<file path="src/rtl/mult_pkg.sv">
// Shared types and constants for the signed add-shift multiplier datapath.
package mult_pkg;

  localparam int WIDTH_DEFAULT = 8;
  localparam int SHIFT_STEPS   = 8;

  typedef enum logic [2:0] {
    OP_NONE,
    OP_LOADB,
    OP_CLR,
    OP_SUB,
    OP_ADD,
    OP_SHIFT
  } dp_op_t;

  // Only the highest-priority strobe is executed in a cycle.
  function automatic dp_op_t decode_op(input logic load_b, input logic clr_ld,
                                       input logic sub, input logic add,
                                       input logic shift);
    dp_op_t op;
    if (load_b)      op = OP_LOADB;
    else if (clr_ld) op = OP_CLR;
    else if (sub)    op = OP_SUB;
    else if (add)    op = OP_ADD;
    else if (shift)  op = OP_SHIFT;
    else             op = OP_NONE;
    return op;
  endfunction

endpackage

</file>
<file path="src/rtl/add_sub9.sv">
// add_sub9: combinational N-bit ripple adder; sub=1 inverts b and injects carry-in.
// Latency: zero cycles (pure combinational); no backpressure.
module add_sub9 #(
  parameter int N = 9
) (
  input  logic [N-1:0] a,
  input  logic [N-1:0] b,
  input  logic         sub,
  output logic [N-1:0] sum
);

  logic [N-1:0] b_x;
  logic [N-1:0] carry;

  assign b_x      = b ^ {N{sub}};
  assign carry[0] = sub;

  // Carry out of the top bit is intentionally not generated: results wrap mod 2^N.
  for (genvar i = 0; i < N - 1; i++) begin : g_carry
    assign carry[i+1] = (a[i] & b_x[i]) | (carry[i] & (a[i] ^ b_x[i]));
  end

  assign sum = a ^ b_x ^ carry;

endmodule

</file>
<file path="src/rtl/multiplier_datapath.sv">
// multiplier_datapath: X:A:B register file executing clear/add/sub/shift steps of a signed add-shift multiply.
// Latency: every command completes in one Clk cycle; strobes are always accepted, no backpressure.
// Optional protocol checker and step counter compiled in with MULT_DP_CHECK_EN.
module multiplier_datapath
  import mult_pkg::*;
#(
  parameter int WIDTH = WIDTH_DEFAULT
) (
  input  logic             Clk,
  input  logic             Reset_n,
  input  logic             LoadB,
  input  logic             Clr_Ld,
  input  logic             Add,
  input  logic             Sub,
  input  logic             Shift,
  input  logic [WIDTH-1:0] Din,
  output logic [WIDTH-1:0] Aval,
  output logic [WIDTH-1:0] Bval,
  output logic             X,
  output logic             M,
  output logic             Err
);

  dp_op_t           op;
  logic             x_q;
  logic [WIDTH-1:0] a_q;
  logic [WIDTH-1:0] b_q;
  logic             sub_en;
  logic [WIDTH:0]   sum;

  assign op     = decode_op(LoadB, Clr_Ld, Sub, Add, Shift);
  assign sub_en = (op == OP_SUB);

  add_sub9 #(.N(WIDTH + 1)) u_add_sub (
    .a   ({a_q[WIDTH-1], a_q}),
    .b   ({Din[WIDTH-1], Din}),
    .sub (sub_en),
    .sum (sum)
  );

  always_ff @(posedge Clk or negedge Reset_n) begin
    if (!Reset_n) begin
      x_q <= 1'b0;
      a_q <= '0;
      b_q <= '0;
    end else begin
      case (op)
        OP_LOADB: begin
          b_q <= Din;
          a_q <= '0;
          x_q <= 1'b0;
        end
        OP_CLR: begin
          a_q <= '0;
          x_q <= 1'b0;
        end
        OP_SUB, OP_ADD: begin
          if (b_q[0]) {x_q, a_q} <= sum;
        end
        OP_SHIFT: {x_q, a_q, b_q} <= {x_q, x_q, a_q, b_q[WIDTH-1:1]};
        default: ;
      endcase
    end
  end

  assign Aval = a_q;
  assign Bval = b_q;
  assign X    = x_q;
  assign M    = b_q[0];

`ifdef MULT_DP_CHECK_EN
  logic [3:0] step_cnt;
  logic       err_q;
  logic       multi_cmd;
  logic       extra_shift;

  assign multi_cmd   = ($countones({Clr_Ld, Add, Sub, Shift}) > 1);
  assign extra_shift = Shift && (step_cnt >= 4'(SHIFT_STEPS));

  always_ff @(posedge Clk or negedge Reset_n) begin
    if (!Reset_n) begin
      step_cnt <= '0;
      err_q    <= 1'b0;
    end else begin
      if (op == OP_LOADB || op == OP_CLR) step_cnt <= '0;
      else if (op == OP_SHIFT && step_cnt != 4'hF) step_cnt <= step_cnt + 4'd1;
      if (multi_cmd || extra_shift) err_q <= 1'b1;
    end
  end

  assign Err = err_q;
`else
  assign Err = 1'b0;
`endif

endmodule

</file>
<file path="config.mk">
export PLATFORM = sky130hd
export DESIGN_NAME = multiplier_datapath
export DESIGN_NICKNAME = d
export VERILOG_FILES = /design/src/rtl/mult_pkg.sv /design/src/rtl/add_sub9.sv /design/src/rtl/multiplier_datapath.sv
export SDC_FILE = /design/constraint.sdc
export NUM_CORES = 1
export LEC_CHECK = 0
export ABC_CLOCK_PERIOD_IN_PS = 4000
export BUFFER_PORTS_ARGS = -buffer_cell sky130_fd_sc_hd__buf_2
export CAP_MARGIN = 20
export CORE_UTILIZATION = 50
export CTS_CLUSTER_DIAMETER = 120
export CTS_CLUSTER_SIZE = 14
export DETAILED_ROUTE_END_ITERATION = 16
export GPL_TIMING_DRIVEN = 0
export PLACE_DENSITY = 0.78
export REMOVE_ABC_BUFFERS = 1
export SYNTH_ARGS = -nofsm -noshare
export SYNTH_HDL_FRONTEND = slang
export SYNTH_SLANG_ARGS = --single-unit
</file>
<file path="constraint.sdc">
create_clock -name Clk -period 4 [get_ports Clk]
set_input_delay 0.2 -clock Clk [delete_from_list [all_inputs] [get_ports Clk]]
set_output_delay 0.2 -clock Clk [all_outputs]
set_load 0.01 [all_outputs]
</file>
# Word level (Yosys, flattened, before mapping)
# Index checks and enable logic that the tools add are counted.
word_totals:
  inputBits: 15
  out_inout_bits: 19
  word_cells: 61
  reg_bits: 17
classes:
  muxes: 10
  bitwise: 35
  reduce_logical: 7
  n_eq_ne: 6
ops:
  columns: ["op", "n"]
  rows:
  - ["$xor A9 B9 Y9", 3]
  - ["$pmux W8 S3", 1]
  - ["$and A1 B1 Y1", 16]
  - ["$pmux W8 S2", 1]
  - ["$mux W3", 5]
  - ["$mux W8", 1]
  - ["$or A1 B1 Y1", 8]
  - ["$xor A1 B1 Y1", 8]
  - ["$eq A3 B2 Y1 const B", 2]
  - ["$eq A3 B3 Y1 const B", 2]
  - ["$reduce_and A2 Y1", 2]
  - ["$reduce_bool A2 Y1", 2]
  - ["$reduce_or A2 Y1", 2]
  - ["$eq A3 B1 Y1 const B", 1]
  - ["$reduce_bool A3 Y1", 1]
  - ["$ne A2 B2 Y1 const B", 1]
  - ["$pmux W1 S2", 1]
  - ["$mux W1", 1]

# Depth between registers and ports, before layout
# Gate-level depths: netlist of run 1.
depth:
  ltp_word: 27
  ltp_mapped: 14
  ltp_nobuf: 13

# Cells and area by module
# Synthesis of run 1 repeated with hierarchy kept, for this count alone.
hier_totals:
  hier_cells: 129
  area_unflattened_um2: 1233.7
modules_own_cells:
  columns: ["mod", "n_inst", "area_each_um2", "cells_per_inst", "seq_area_each_um2"]
  rows:
  - ["multiplier_datapath", 1, 915.9, 95, 425.4]
  - ["add_sub9", 1, 317.8, 34, 0.0]

# Worst setup path after synthesis of run 1
# No wires, ideal clock.
synth_timing:
  kind: "input -> register"
  from: "input LoadB"
  to: "register a_q[7] (netlist: Aval[7])"
  required_time_ns: 3.933
  setup_time_ns: 0.067
  arrival_ns: 3.575
  n_path_buf: 1
  path_slack_ns: 0.358
  cell_stages: 14
  cell_sequence: "nor2_1 and2_1 buf_2 xor2_1 fa_1 fa_1 fa_1 fa_1 inv_1 fa_1 fa_1 fa_1 nand3_1 o2111a_1"
synth_between:
  elab_chain_cells: 21
  word_cells_on_any_way: 44
  cone_classes: "eq/ne (6); mux (3); bitwise (31); reduce/logical (4)"
synth_rtl:
  columns: ["element", "line_no", "source"]
  rows:
  - ["start, declared", "multiplier_datapath.sv:11", "input logic LoadB,"]
  - ["$mux W3 (*)", "mult_pkg.sv:21", "if (load_b) op = OP_LOADB;"]
  - ["$eq A3 B2 Y1", "multiplier_datapath.sv:32, multiplier_datapath.sv:47", null]
  - ["$xor A9 B9 Y9", "add_sub9.sv:15", "assign b_x = b ^ {N{sub}};"]
  - ["$xor A1 B1 Y1", "add_sub9.sv:20", "assign carry[i+1] = (a[i] & b_x[i]) | (carry[i] & (a[i] ^ b_x[i]));"]
  - ["$and A1 B1 Y1", "add_sub9.sv:20", null]
  - ["$or A1 B1 Y1", "add_sub9.sv:20", null]
  - ["$and A1 B1 Y1", "add_sub9.sv:20", null]
  - ["$or A1 B1 Y1", "add_sub9.sv:20", null]
  - ["(+5 left out)", null, null]
  - ["$or A1 B1 Y1", "add_sub9.sv:20", null]
  - ["$and A1 B1 Y1", "add_sub9.sv:20", null]
  - ["$or A1 B1 Y1", "add_sub9.sv:20", null]
  - ["$and A1 B1 Y1", "add_sub9.sv:20", null]
  - ["$or A1 B1 Y1", "add_sub9.sv:20", null]
  - ["$xor A9 B9 Y9", "add_sub9.sv:23", "assign sum = a ^ b_x ^ carry;"]
  - ["$mux W8", "multiplier_datapath.sv:58", "if (b_q[0]) {x_q, a_q} <= sum;"]
  - ["$pmux W8 S3", "multiplier_datapath.sv:47", "case (op)"]
  - ["end signal, assigned", "multiplier_datapath.sv:58", null]
  - ["end signal, assigned", "multiplier_datapath.sv:60", "OP_SHIFT: {x_q, a_q, b_q} <= {x_q, x_q, a_q, b_q[WIDTH-1:1]};"]
  - ["end, declared", "multiplier_datapath.sv:26", "logic [WIDTH-1:0] a_q;"]
# Every way passes the cells marked *; elsewhere a longest branch is shown, timed or not. The select of a mux whose other input is x is not followed.
# A chain may end at the register's enable or synchronous reset.

# Worst setup path in the final report of run 1
# Same ends and word-level chain as after synthesis.

==> results of run 1 <==
[critical path, cell delays in order]
cell and delay [ns]:
buf_2 0.17, nor2_2 0.36, and2_2 0.35, xor2_1 0.12, fa_1 0.43, fa_1 0.40, fa_1 0.39, fa_1 0.37
inv_1 0.08, fa_1 0.18, fa_1 0.20, fa_1 0.42, nand3_1 0.08, o2111a_1 0.19
[power breakdown]
group	switching (W)	internal, W	total, W	leakage, nW
clock network	0.0000573	0.0000389	0.0000961	0.0150
logic	0.0000572	0.0000529	0.000110	0.374
registers	0.0000161	0.000186	0.000202	0.218
total	0.000130	0.000278	0.000408	0.607
[cell families after synthesis]
family                   synth area share [%]
AO/OA/AOI/OAI                            17.2
XOR/XNOR                                 5.44
adder cells (fa/ha/maj)                  12.4
buffers and inverters                    5.44
flip-flops                               37.7
multiplexers                             1.89
other                                   0.333
AND/OR/NAND/NOR                          19.5
[worst max path at each step]
stage | from | endpoint | slack, ns
after floorplan | LoadB | Aval[7] | 0.29
after global placement | LoadB | Aval[7] | -0.27
after detailed placement | LoadB | Aval[7] | -0.34
after CTS | LoadB | Aval[7] | 0.16
after global routing | LoadB | Aval[7] | 0.11
final | LoadB | Aval[7] | 0.30
[repair_timing]
action,in CTS,in global routing
hold endpoints to repair,17,0
pin swaps,0,0
hold buffers,1,0
gates resized for setup,1,1
endpoints found under the setup margin,1,1
[flip-flops by register name, indices dropped and copies added, names as in the netlist]
signal and flops:
Aval 8, Bval 8, X 1
[stage by stage]
step | area, sq um | setup WS (ns) | total power, W | hold slack, ns
2_1_floorplan | 1080 | 0.292 | 0.000268 | -0.0956
3_3_place_gp | 1270 | -0.270 | 0.000311 | 0.141
3_5_place_dp | 1270 | -0.335 | 0.000315 | 0.148
4_1_cts | 1310 | 0.155 | 0.000412 | 0.139
5_1_grt | 1310 | 0.113 | 0.000432 | 0.152
6_report | 1310 | 0.300 | 0.000408 | 0.133
[cell usage after synthesis]
library cell | count | area [sq um]
a221o_1 | 8 | 80.1
a22o_1 | 1 | 8.76
and2_1 | 9 | 56.3
and3_1 | 1 | 6.26
buf_1 | 1 | 3.75
buf_2 | 1 | 5.00
buf_4 | 3 | 22.5
buf_6 | 1 | 11.3
clkbuf_1 | 2 | 7.51
conb_1 | 1 | 3.75
dfrtp_1 | 17 | 425
fa_1 | 7 | 140
inv_1 | 3 | 11.3
mux2_2 | 1 | 11.3
mux2i_1 | 1 | 10.0
nand3_1 | 7 | 35.0
nand3b_1 | 9 | 67.6
nor2_1 | 2 | 7.51
nor3_1 | 1 | 5.00
nor3_2 | 1 | 10.0
o2111a_1 | 7 | 78.8
o21ai_0 | 2 | 10.0
o21ba_1 | 1 | 10.0
o22ai_1 | 1 | 6.26
or2_2 | 1 | 6.26
or3_1 | 1 | 6.26
or3b_2 | 1 | 8.76
or3b_4 | 1 | 11.3
xnor2_1 | 2 | 17.5
xor2_1 | 5 | 43.8
[per-layer routing]
metal | global-route usage (%) | share of wire, %
met1 | 29.1 | 45
met2 | 35.8 | 48
met3 | 3.40 | 5.8
met4 | 7.14 | 1.4
met5 | 0 | 0
[layout make-up]
type	count	area share, %
well taps	27	2.58
repair buffers	33	13.0
clock buffers	4	2.00
flip-flops and latches	17	32.4
inverters	3	0.859
multi-input cells	71	49.1
==> results_dict.tcl, run 1 <==
set metrics [dict create \
    routedWlPerCell_um 15.5 \
    path_clk_slew_ns 0.11 \
    finalSetupTns_ns 0 \
    whs_path_depth 2 \
    initial_core_util_pct 55.2 \
    critical_path_class "in2reg" \
    fin_crit_sh_pct 92.5 \
    via_per_inst 5.85 \
    yosysWarnings 0 \
    fillers 195 \
    antenna-diode-count 0 \
    finClkSkew_ns 0.0113 \
    rsz0062_at_grt "false" \
    first_iter_violations 28 \
    track_usage_pct 21.7 \
    hold_viol 0 \
    gp_congestion 0.802 \
    final-setup-viol-count 0 \
    nNetsFinal 151 \
    required_ns 4.25 \
    layout_common_cells "buf_2, dfrtp_1, nand3b_1" \
    fin_util_pct 64.2 \
    cts_made_buffers 3 \
    wl_um 2410 \
    seqCellArea_sq_um 425 \
    crit_path_max_fanout 14 \
    core_sq_um 2040 \
    ff2ff_path_depth 11 \
    ys_seq_area_share_pct 37.7 \
    cts_tree "done" \
    gr-total-overflow 0 \
    crit_path_end_kind "register" \
    hold_path.class "in2reg" \
    fmax_mhz 270 \
    ir_worst_vdd_mv 0.221 \
    grt_pass1_wl_um 4020 \
    netlist_area_sq_um 1130 \
    antenna_found_initial 0 \
    post_synth.cell_area_avg_sq_um 11.4 \
    ios 34 \
    drc 0 \
    outcome "completed" \
    worstSetupStartpointType "input pin" \
    layout_commonest_cell "buf_2" \
    dp_hpwl_um 1820 \
    synth_cell_types 30 \
    post_cts_buffers 0 \
    htreeDepth 1 \
    drt_first_pass_iters 4 \
    core.rowCount 16 \
    die_w_um 49.5 \
    area_growth_pct 16.3 \
    cts.path.max_buffers 2 \
    power_density_nw_per_um2 311 \
    p_leak_nw 0.607 \
    period_minus_slack_ns 3.70 \
    rr_endpoint "Aval[7]" \
    die_h_um 49.5 \
    final_cells 155 \
    slew_viol_final 0 \
    r2r-start "Aval[0]" \
    synth_cells 99 \
    cap_violations 0 \
    first_global_vias 880 \
    ys_ff_latch 17 \
    dieArea_sq_um 2450 \
    grt_start_max_net_pins 18 \
    clk_latency_ns 0.30 \
    multi_input_area_sq_um 644 \
    arrival_ns 3.95 \
    antenna_left 0 \
    final_layout_size_suffix_gt1_share_pct 32.8 \
    hold_start "Clr_Ld" \
    root_buffer "clkbuf_4" \
    port_buffers 32 \
    vias 907 \
    ff2ff_setup_slack_ns 0.52 \
    cts_sinks 17 \
    min_to "X" \
    post-place-cells 150 \
]
(Power assumes the default switching activity.)
==> inputs of run 2 (changes only) <==
--- a/config.mk
+++ b/config.mk
@@ -15,3 +15,3 @@
 export GPL_TIMING_DRIVEN = 0
-export PLACE_DENSITY = 0.78
+export PLACE_DENSITY_LB_ADDON = 0.1
 export REMOVE_ABC_BUFFERS = 1
==> constraint.sdc (replaced) <==
create_clock -name Clk -period 4 [get_ports Clk]
set_input_delay 0.6 -clock Clk [delete_from_list [all_inputs] [get_ports Clk]]
set_output_delay 0.6 -clock Clk [all_outputs]
set_load 0.01 [all_outputs]
==> run 2 against run 1 <==
Via count is 1.1% higher. Cell area up 1.0%. Critical endpoint unchanged. Die area is the same. Setup slack got worse by 0.091 ns.
==> results_dict.tcl, run 2 (synthesis gave the netlist of run 1 again) <==
set metrics [dict create \
    outcome "completed" \
    grt_start_max_net_pins 18 \
    cts_tree "done" \
    fmax_mhz 264 \
    met2_usage_pct 37.2 \
    power_density_nw_per_um2 306 \
    layout_commonest_cell "buf_2" \
    path_clk_slew_ns 0.10 \
    drc 0 \
    final_layout_size_suffix_gt1_share_pct 34.1 \
    first_global_vias 899 \
    ir_worst_vdd_mv 0.159 \
    rsz0062_at_grt "false" \
    finClkSkew_ns 0.00150 \
    hold_buffers 0 \
    final-setup-viol-count 0 \
    met1_usage_pct 31.9 \
    antenna_found_initial 0 \
    p_leak_nw 0.615 \
    gp_congestion 0.756 \
    post-place-cells 150 \
    first_iter_violations 20 \
    die_w_um 49.5 \
    final_cells 156 \
    vias 917 \
    die_h_um 49.5 \
    cts.path.max_buffers 2 \
    multi_input_area_sq_um 651 \
    slew_headroom_pct 63.8 \
    initial_core_util_pct 55.2 \
    cap_violations 0 \
    worstSetupStartpointType "input pin" \
    gr-total-overflow 0 \
    nNetsFinal 152 \
    layout_common_cells "buf_2, dfrtp_1, nand3b_1" \
    arrival_ns 4.02 \
    critical_path_class "in2reg" \
    port_buffers 32 \
    clk_latency_ns 0.28 \
    via_per_inst 5.88 \
    finalSetupTns_ns 0 \
    track_usage_pct 22.8 \
    routedWlPerCell_um 15.5 \
    antenna_left 0 \
    drt_first_pass_iters 4 \
    fin_crit_sh_pct 94.8 \
    finalWorstSetupSlack_ns 0.209 \
    dpl_cell_area_sq_um 1270 \
    slew_viol_final 0 \
    core_sq_um 2040 \
    met3_usage_pct 4.32 \
    busiest_layer "met2" \
    wl_um 2420 \
    core.rowCount 16 \
    worstMarginPinSlew_ns 0.540 \
    crit_path_max_fanout 14 \
    crit_path_end_kind "register" \
    htreeDepth 1 \
    area_growth_pct 17.5 \
    grt_pass1_wl_um 4190 \
    design_area_sq_um 1330 \
    hold_path.class "in2async" \
    root_buffer "clkbuf_4" \
    period_minus_slack_ns 3.79 \
    dp_hpwl_um 1810 \
    hold_viol 0 \
    seqCellArea_sq_um 425 \
    fillers 197 \
    dp_slack_ns -0.741 \
    cts_sinks 17 \
    required_ns 4.23 \
    cts_made_buffers 3 \
    antenna-diode-count 0 \
    p_total_w 0.000405 \
    ios 34 \
    dieArea_sq_um 2450 \
]
==> run 2: layout make-up <==
type	count	area share [%]
clock buffers	4	1.98
inverters	3	0.850
multi-input cells	71	49.1
flip-flops and latches	17	32.1
well taps	27	2.55
repair buffers	34	13.4
==> run 2: routing by layer <==
metal | up-vias | routed length, um
met2 | 36 | 1140
li1 | 422 | -
met1 | 459 | 1120
met5 | - | 0
met3 | 0 | 161
met4 | 0 | 0
==> run 2: through the flow <==
step | hold slack [ns] | utilization [%]
6_report | 0.225 | 64.9
4_1_cts | 0.232 | 64.0
3_5_place_dp | 0.521 | 62.3
5_1_grt | 0.239 | 64.9
2_1_floorplan | 0.304 | -
3_3_place_gp | 0.514 | 62.3
==> run 2: final timing paths <==
check / startpoint / cells after the start / slack (ns) / endpoint
max: LoadB / 14 / 0.21 / Aval[7]
min: Reset_n / 1 / 0.22 / Aval[7]
max reg2reg: Aval[0] / 11 / 0.55 / Aval[7]
min reg2reg: Bval[3] / 1 / 0.54 / Bval[2]
max in group asynchronous: Reset_n / 1 / 3.50 / Bval[1]
min in group Clk: Bval[3] / 1 / 0.54 / Bval[2]
==> run 2: power breakdown <==
part | switching (W) | internal [W] | leakage, nW | total, W
Combinational | 0.0000577 | 0.0000536 | 0.382 | 0.000111
Sequential | 0.0000166 | 0.000186 | 0.218 | 0.000202
Clock | 0.0000524 | 0.0000386 | 0.0150 | 0.0000911
Total | 0.000127 | 0.000278 | 0.615 | 0.000405
==> run 2: worst max-delay path: stages <==
cell	delay (ns)
clkbuf_4	0.19
nor2_4	0.06
and2_4	0.20
mux2_2	0.27
fa_1	0.38
fa_1	0.39
fa_1	0.39
fa_1	0.37
inv_1	0.08
fa_1	0.19
fa_1	0.20
fa_1	0.41
nand3_1	0.08
o2111a_1	0.18
==> run 2: timing repair <==
action,in CTS,in global routing
endpoints found under the setup margin,4,2
setup buffers,0,2
resized for setup,3,2
pin swaps,0,1
